<file path="src/rtl/ex_mem_pkg.sv">
// ex_mem_pkg: shared definitions for the EX->MEM skid pipeline register.
//   - default widths (scalar, vector lanes, register address, fault counter)
//   - payload_t: packed EX->MEM payload, the unit that is stored and parity protected
//   - state_t:   occupancy of the two-entry stage (EMPTY / ONE / TWO)
//   - calc_parity: even parity (XOR reduction) over a payload
package ex_mem_pkg;

  localparam int DEF_XLEN   = 32;
  localparam int DEF_VLANES = 4;
  localparam int DEF_RA_W   = 5;
  localparam int DEF_FCNT_W = 8;

  typedef struct packed {
    logic [DEF_XLEN-1:0]            pc;
    logic [DEF_XLEN-1:0]            alu_res;
    logic [DEF_XLEN-1:0]            rd_data;
    logic [DEF_XLEN-1:0]            instr;
    logic [DEF_VLANES*DEF_XLEN-1:0] valu_res;
    logic [DEF_RA_W-1:0]            rd_addr;
    logic                           zero;
    logic                           reg_write;
    logic                           mem_to_reg;
    logic                           mem_read;
    logic                           mem_write;
  } payload_t;

  localparam int PAYLOAD_W = $bits(payload_t);

  typedef enum logic [1:0] {
    EMPTY = 2'd0,
    ONE   = 2'd1,
    TWO   = 2'd2
  } state_t;

  function automatic logic calc_parity(input payload_t p);
    return ^p;
  endfunction

endpackage

</file>
<file path="src/rtl/ex_mem_slot.sv">
// ex_mem_slot: one storage entry of the EX->MEM stage.
//   clk, rst        : clock, asynchronous active-high reset
//   load            : capture d / d_parity and mark the entry valid
//   clr             : drop the entry (valid <= 0); wins over load, payload kept
//   d, d_parity     : incoming payload and its parity bit
//   q, q_parity     : stored payload and stored parity
//   q_valid         : entry holds a live beat
module ex_mem_slot #(
  parameter int W = 8
) (
  input  logic         clk,
  input  logic         rst,
  input  logic         load,
  input  logic         clr,
  input  logic [W-1:0] d,
  input  logic         d_parity,
  output logic [W-1:0] q,
  output logic         q_parity,
  output logic         q_valid
);

  always_ff @(posedge clk or posedge rst) begin
    if (rst) begin
      q        <= '0;
      q_parity <= 1'b0;
      q_valid  <= 1'b0;
    end else begin
      if (clr) begin
        q_valid <= 1'b0;
      end else if (load) begin
        q_valid <= 1'b1;
      end
      // Clearing only invalidates; the payload bits stay as they were.
      if (load && !clr) begin
        q        <= d;
        q_parity <= d_parity;
      end
    end
  end

endmodule

</file>
<file path="src/rtl/ex_mem_skid_reg.sv">
// ex_mem_skid_reg: EX->MEM pipeline register with valid/ready handshake, a
// two-entry skid buffer (main + skid), flush and a parity fault monitor.
//   clk_i, rst_i              : clock, asynchronous active-high reset
//   flush_i                   : drop all held beats (and any incoming beat)
//   in_valid_i / in_ready_o   : upstream handshake; in_ready_o is registered
//   pc_i .. mem_write_i       : EX payload
//   out_valid_o / out_ready_i : downstream handshake
//   pc_o .. mem_write_o       : main-slot payload; write/read controls gated by out_valid_o
//   fault_inject_i            : flip stored alu_res[0] at capture, parity untouched
//   fault_clr_i               : clear fault_o / fault_cnt_o
//   fault_o, fault_cnt_o      : sticky parity error flag, saturating error count
module ex_mem_skid_reg
  import ex_mem_pkg::*;
#(
  parameter int XLEN   = DEF_XLEN,
  parameter int VLANES = DEF_VLANES,
  parameter int RA_W   = DEF_RA_W,
  parameter int FCNT_W = DEF_FCNT_W
) (
  input  logic                   clk_i,
  input  logic                   rst_i,
  input  logic                   flush_i,
  input  logic                   in_valid_i,
  output logic                   in_ready_o,
  input  logic [XLEN-1:0]        pc_i,
  input  logic [XLEN-1:0]        alu_res_i,
  input  logic [XLEN-1:0]        rd_data_i,
  input  logic [XLEN-1:0]        instr_i,
  input  logic [VLANES*XLEN-1:0] valu_res_i,
  input  logic [RA_W-1:0]        rd_addr_i,
  input  logic                   zero_i,
  input  logic                   reg_write_i,
  input  logic                   mem_to_reg_i,
  input  logic                   mem_read_i,
  input  logic                   mem_write_i,
  output logic                   out_valid_o,
  input  logic                   out_ready_i,
  output logic [XLEN-1:0]        pc_o,
  output logic [XLEN-1:0]        alu_res_o,
  output logic [XLEN-1:0]        rd_data_o,
  output logic [XLEN-1:0]        instr_o,
  output logic [VLANES*XLEN-1:0] valu_res_o,
  output logic [RA_W-1:0]        rd_addr_o,
  output logic                   zero_o,
  output logic                   mem_to_reg_o,
  output logic                   reg_write_o,
  output logic                   mem_read_o,
  output logic                   mem_write_o,
  input  logic                   fault_inject_i,
  input  logic                   fault_clr_i,
  output logic                   fault_o,
  output logic [FCNT_W-1:0]      fault_cnt_o
);

  state_t   state_reg, state_next;
  payload_t in_payload, cap_payload, main_d;
  payload_t main_payload, skid_payload;
  logic     in_parity, main_d_parity;
  logic     main_parity, skid_parity;
  logic     main_valid, skid_valid;
  logic     main_load, main_clr, main_from_skid;
  logic     skid_load, skid_clr;
  logic     in_fire, out_fire, fault_hit;

  logic              fault_reg;
  logic [FCNT_W-1:0] fault_cnt_reg;

  // Both handshake outputs come straight from slot flops, so ready never
  // depends combinationally on out_ready_i.
  assign in_ready_o  = ~skid_valid;
  assign out_valid_o = main_valid;
  assign in_fire     = in_valid_i & in_ready_o;
  assign out_fire    = out_valid_o & out_ready_i;

  always_comb begin
    in_payload            = '0;
    in_payload.pc         = pc_i;
    in_payload.alu_res    = alu_res_i;
    in_payload.rd_data    = rd_data_i;
    in_payload.instr      = instr_i;
    in_payload.valu_res   = valu_res_i;
    in_payload.rd_addr    = rd_addr_i;
    in_payload.zero       = zero_i;
    in_payload.reg_write  = reg_write_i;
    in_payload.mem_to_reg = mem_to_reg_i;
    in_payload.mem_read   = mem_read_i;
    in_payload.mem_write  = mem_write_i;
  end

  // Parity is taken over the clean payload; the injected flip happens after,
  // so an injected beat always carries a parity mismatch.
  assign in_parity = calc_parity(in_payload);

  always_comb begin
    cap_payload            = in_payload;
    cap_payload.alu_res[0] = in_payload.alu_res[0] ^ fault_inject_i;
  end

  assign main_d        = main_from_skid ? skid_payload : cap_payload;
  assign main_d_parity = main_from_skid ? skid_parity  : in_parity;

  always_ff @(posedge clk_i or posedge rst_i) begin
    if (rst_i) begin
      state_reg <= EMPTY;
    end else begin
      state_reg <= state_next;
    end
  end

  always_comb begin
    state_next     = state_reg;
    main_load      = 1'b0;
    main_clr       = 1'b0;
    main_from_skid = 1'b0;
    skid_load      = 1'b0;
    skid_clr       = 1'b0;
    if (flush_i) begin
      state_next = EMPTY;
      main_clr   = 1'b1;
      skid_clr   = 1'b1;
    end else begin
      case (state_reg)
        EMPTY: begin
          if (in_fire) begin
            main_load  = 1'b1;
            state_next = ONE;
          end
        end
        ONE: begin
          if (in_fire && out_fire) begin
            main_load = 1'b1;
          end else if (in_fire) begin
            skid_load  = 1'b1;
            state_next = TWO;
          end else if (out_fire) begin
            main_clr   = 1'b1;
            state_next = EMPTY;
          end
        end
        TWO: begin
          // in_ready_o is low here, so only a drain can happen.
          if (out_fire) begin
            main_load      = 1'b1;
            main_from_skid = 1'b1;
            skid_clr       = 1'b1;
            state_next     = ONE;
          end
        end
        default: begin
          state_next = EMPTY;
        end
      endcase
    end
  end

  ex_mem_slot #(.W(PAYLOAD_W)) u_main (
    .clk      (clk_i),
    .rst      (rst_i),
    .load     (main_load),
    .clr      (main_clr),
    .d        (main_d),
    .d_parity (main_d_parity),
    .q        (main_payload),
    .q_parity (main_parity),
    .q_valid  (main_valid)
  );

  ex_mem_slot #(.W(PAYLOAD_W)) u_skid (
    .clk      (clk_i),
    .rst      (rst_i),
    .load     (skid_load),
    .clr      (skid_clr),
    .d        (cap_payload),
    .d_parity (in_parity),
    .q        (skid_payload),
    .q_parity (skid_parity),
    .q_valid  (skid_valid)
  );

  // Checked only when the beat is consumed, so a stalled beat counts once.
  assign fault_hit = out_fire & (calc_parity(main_payload) != main_parity);

  always_ff @(posedge clk_i or posedge rst_i) begin
    if (rst_i) begin
      fault_reg     <= 1'b0;
      fault_cnt_reg <= '0;
    end else if (fault_hit) begin
      fault_reg <= 1'b1;
      if (fault_clr_i) begin
        fault_cnt_reg <= {{(FCNT_W-1){1'b0}}, 1'b1};
      end else if (fault_cnt_reg != {FCNT_W{1'b1}}) begin
        fault_cnt_reg <= fault_cnt_reg + {{(FCNT_W-1){1'b0}}, 1'b1};
      end
    end else if (fault_clr_i) begin
      fault_reg     <= 1'b0;
      fault_cnt_reg <= '0;
    end
  end

  assign fault_o     = fault_reg;
  assign fault_cnt_o = fault_cnt_reg;

  assign pc_o         = main_payload.pc;
  assign alu_res_o    = main_payload.alu_res;
  assign rd_data_o    = main_payload.rd_data;
  assign instr_o      = main_payload.instr;
  assign valu_res_o   = main_payload.valu_res;
  assign rd_addr_o    = main_payload.rd_addr;
  assign zero_o       = main_payload.zero;
  assign mem_to_reg_o = main_payload.mem_to_reg;
  assign reg_write_o  = main_payload.reg_write & main_valid;
  assign mem_read_o   = main_payload.mem_read  & main_valid;
  assign mem_write_o  = main_payload.mem_write & main_valid;

endmodule

</file>
<file path="config.mk">
export PLATFORM = sky130hd
export DESIGN_NAME = ex_mem_skid_reg
export DESIGN_NICKNAME = d
export VERILOG_FILES = /design/src/rtl/ex_mem_pkg.sv /design/src/rtl/ex_mem_slot.sv /design/src/rtl/ex_mem_skid_reg.sv
export SDC_FILE = /design/constraint.sdc
export NUM_CORES = 2
export LEC_CHECK = 0
export CORE_ASPECT_RATIO = 1.75
export CORE_MARGIN = 5
export CORE_UTILIZATION = 57
export CTS_CLUSTER_SIZE = 30
export DETAILED_ROUTE_END_ITERATION = 8
export PLACE_DENSITY = 0.9
export SYNTH_ARGS = -nofsm -noshare
export SYNTH_HDL_FRONTEND = slang
export SYNTH_SLANG_ARGS = --single-unit
</file>
<file path="constraint.sdc">
create_clock -name clk_i -period 30.7 [get_ports clk_i]
set_input_delay 6.14 -clock clk_i [delete_from_list [all_inputs] [get_ports clk_i]]
set_output_delay 6.14 -clock clk_i [all_outputs]
set_load 0.005 [all_outputs]
</file>
==> key figures <==
STA
  – Fin crit period: 10370 ps
  – Slew @ Worst Pin: 1160 ps
  – Hold Fails Final Rpt: 0
  – Fin. max-slew vios: 0
  – Final setup viols: 0
  – Fmax: 96.4 MHz
  – Final setup skew: 22.4 ps
  – RSZ-0062 raised after global routing: false
  – Max-slew headroom: 22.9%
  – Setup Total Neg Slack: 0 ps
  – Final Cycle Share: 33.8%

Clocking
  – Clock Latency Late Sink: 580 ps
  – Post-cts resize count: 0
  – CTS Sinks: 547
  – Total CTS buffers: 50
  – Clock transition at path regs: 60 ps
  – # Post-CTS Setup Buffers: 0
  – CTS tree: yes
  – Htree depth: 2
  – CTS root buf: clkbuf_16
  – Longest Clk Path Bufs: 3
  – Hold-fix buffers, CTS: 0

Pwr
  – Leakage: 14.0 nW
  – P per Cell Area: 144 nW/um^2
  – Maximum vdd drop: 378 uV

Routing
  – DR iter-0 viols: 1774
  – Routed Wire Length: 85900 um
  – Pre-antenna DRT Iters: 7
  – Post-route ant nets: 0
  – Via Count: 21700
  – Vias per cell: 5.67
  – Wirelength per Cell: 22.4 um
  – DRC violations left: 0

Floorplan
  – Die width: 180 um
  – Core Area: 50500 sq um
  – Initial core utilization: 57.5%
  – Row cnt: 109
  – Die ar.: 55600 sq um
  – Die H: 308 um
  – I/O pins: 550

Worst setup path
  – Worst Setup Start Kind: primary input
  – Critical Path RT: 31080 ps
  – CP Capture Type: flop
  – Crit Path Class: in2reg
  – Crit path DAT: 10750 ps
  – Peak fanout along the critical path: 117

GRT
  – Vias in the first global route: 22500
  – Total global routing overflow: 0
  – Initial antenna violation count: 27
  – First-pass GRT wire length: 130000 um
  – GR Util All Layers: 29.8%
  – Largest net degree at the start of global routing: 180

Logic synthesis
  – Largest family of logic cells by synthesized area: XOR/XNOR gates
  – Mux cell area share after synthesis: 10.4%
  – Ranking of synthesized cells by area: dfrtp_1 (47%), xnor2_1 (14%), mux2_2 (10%), nand2_1 (7.0%), buf_4 (6.8%)
  – Synthesized area per cell: 10.0 sq um
  – Synth area leader: dfrtp_1
  – Simple-Gate Fraction of Synth Area: 11.1%
  – Post-Syn Area: 29000 sq um
  – Synthesis warning total: 0
  – Netlist cell types: 33
  – Seq/Total Area, Yosys: 47.2%
  – Post-Synth Adder-Cell Area: 0.0432%
  – Syn Inst Count: 2896
  – Syn nets: 3170
  – Post-synth top area share: 47.2%
  – Synth Area in Compound Gates: 6.27%
  – Synth Register Bits: 547
  – Xor/xnor share of the synthesized area: 16.2%

Run status
  – Outcome: complete, no violations

Layout
  – Final core occ: 69.0%
  – Commonest non-fill, non-tap cells in the layout: clkdlybuf4s50_1 (549), dfrtp_1 (547), nand2_1 (539)
  – FILL cells: 3558
  – Nets: 3376
  – Area delta synth->final: 20.1%
  – Multi-input combinational cell area: 12800 sq um
  – Final Cell Area: 34800 sq um
  – Share of layout cells above drive strength 1: 11.8%
  – FF/Latch Area: 13700 sq um
  – Most common cell after layout, fill and taps aside: clkdlybuf4s50_1

Place
  – PortBufs: 549
  – Post-DP HPWL: 61800 um
  – Routability cong.: 0.901
  – Placed instance area: 33000 sq um

Worst hold path
  – Min-delay worst type: reg2reg

Run
  – Maxcap violations: 0
[cell families (layout without fill, tap and decap cells)]
logic type | count (synthesis) | after routing
buffers and inverters | 417 | 664
other | 0 | 26
AOI/OAI and AO/OA | 292 | 292
adders and majority gates | 1 | 1
and+or+nand+nor | 840 | 840
muxes | 267 | 267
DFF | 547 | 547
xor gates and xnor gates | 532 | 532
[per-layer routing]
metal	vias to the layer above	wire [um]	track usage, %
met5	-	42	0
met4	6	6330	19.4
met3	283	6460	6.75
met2	1019	42700	50.4
met1	10700	30400	34.0
li1	9702	-	-
[area by class of cell]
type                       count  share of cell area [%]
antenna                       26                   0.187
tap                          666                    2.39
clock buffer                  76                    4.37
timing repair buffer         565                    16.2
multi-input combinational   1932                    36.7
inverter                       6                  0.0862
sequential                   547                    39.3
clock inverter                17                   0.726
[synth_stat cells]
master	n
and4_1	1
clkbuf_1	139
dfrtp_1	547
buf_4	261
a21oi_1	12
xnor3_1	2
nor2_1	274
o211ai_1	1
a21boi_0	1
xnor2_1	467
nor3_1	1
a31oi_1	266
ha_1	1
or2_2	1
and2_0	1
buf_6	1
a2bb2oi_1	1
o31ai_1	5
nand3_1	3
inv_1	6
nor2b_1	2
o21a_1	1
and2_1	4
or4_1	5
or3_1	2
nand2_1	539
o21ai_0	5
mux2_2	267
buf_1	10
xor2_1	63
nand3b_1	1
nand4_1	3
nand2b_1	3
[through the flow]
step                      std cells  total power [mW]  setup slack, ps  hold WS, ps
after floorplan                2896              4.05             9270          451
after global placement         3716              4.29            20010          464
after detailed placement       3716              4.37            19810          492
after CTS                      3809              5.07            20410          507
after global routing           3831              5.29            20020          511
final                          3835              5.01            20330          504
[power breakdown]
part	internal (mW)	switching, mW	total [mW]
clock network	0.393	0.279	0.672
registers	1.06	0.290	1.35
logic	1.50	1.49	2.99
[critical path, stage by stage]
cell and delay [ps]:
clkdlybuf4s50_1 480, nor2b_1 440, nand3b_1 200, a21oi_4 690
buf_4 770, buf_4 730, buf_4 960, a31oi_1 200
[path summary, 6_finish.rpt]
check | start | endpoint | slack [ps] | cells past startpoint
worst max register to register | u_main.q_valid | u_main.q[15] | 25800 | 7
max in group asynchronous | rst_i | u_main.q[141] | 21950 | 4
worst max-delay path | in_valid_i | u_main.q[15] | 20330 | 8
worst min-delay path | u_skid.q[198] | u_skid.q[198] | 500 | 1
min in group asynchronous | rst_i | u_main.q[234] | 6160 | 2
worst min register to register | u_skid.q[198] | u_skid.q[198] | 500 | 1
Power figures use the tool's default switching activity.
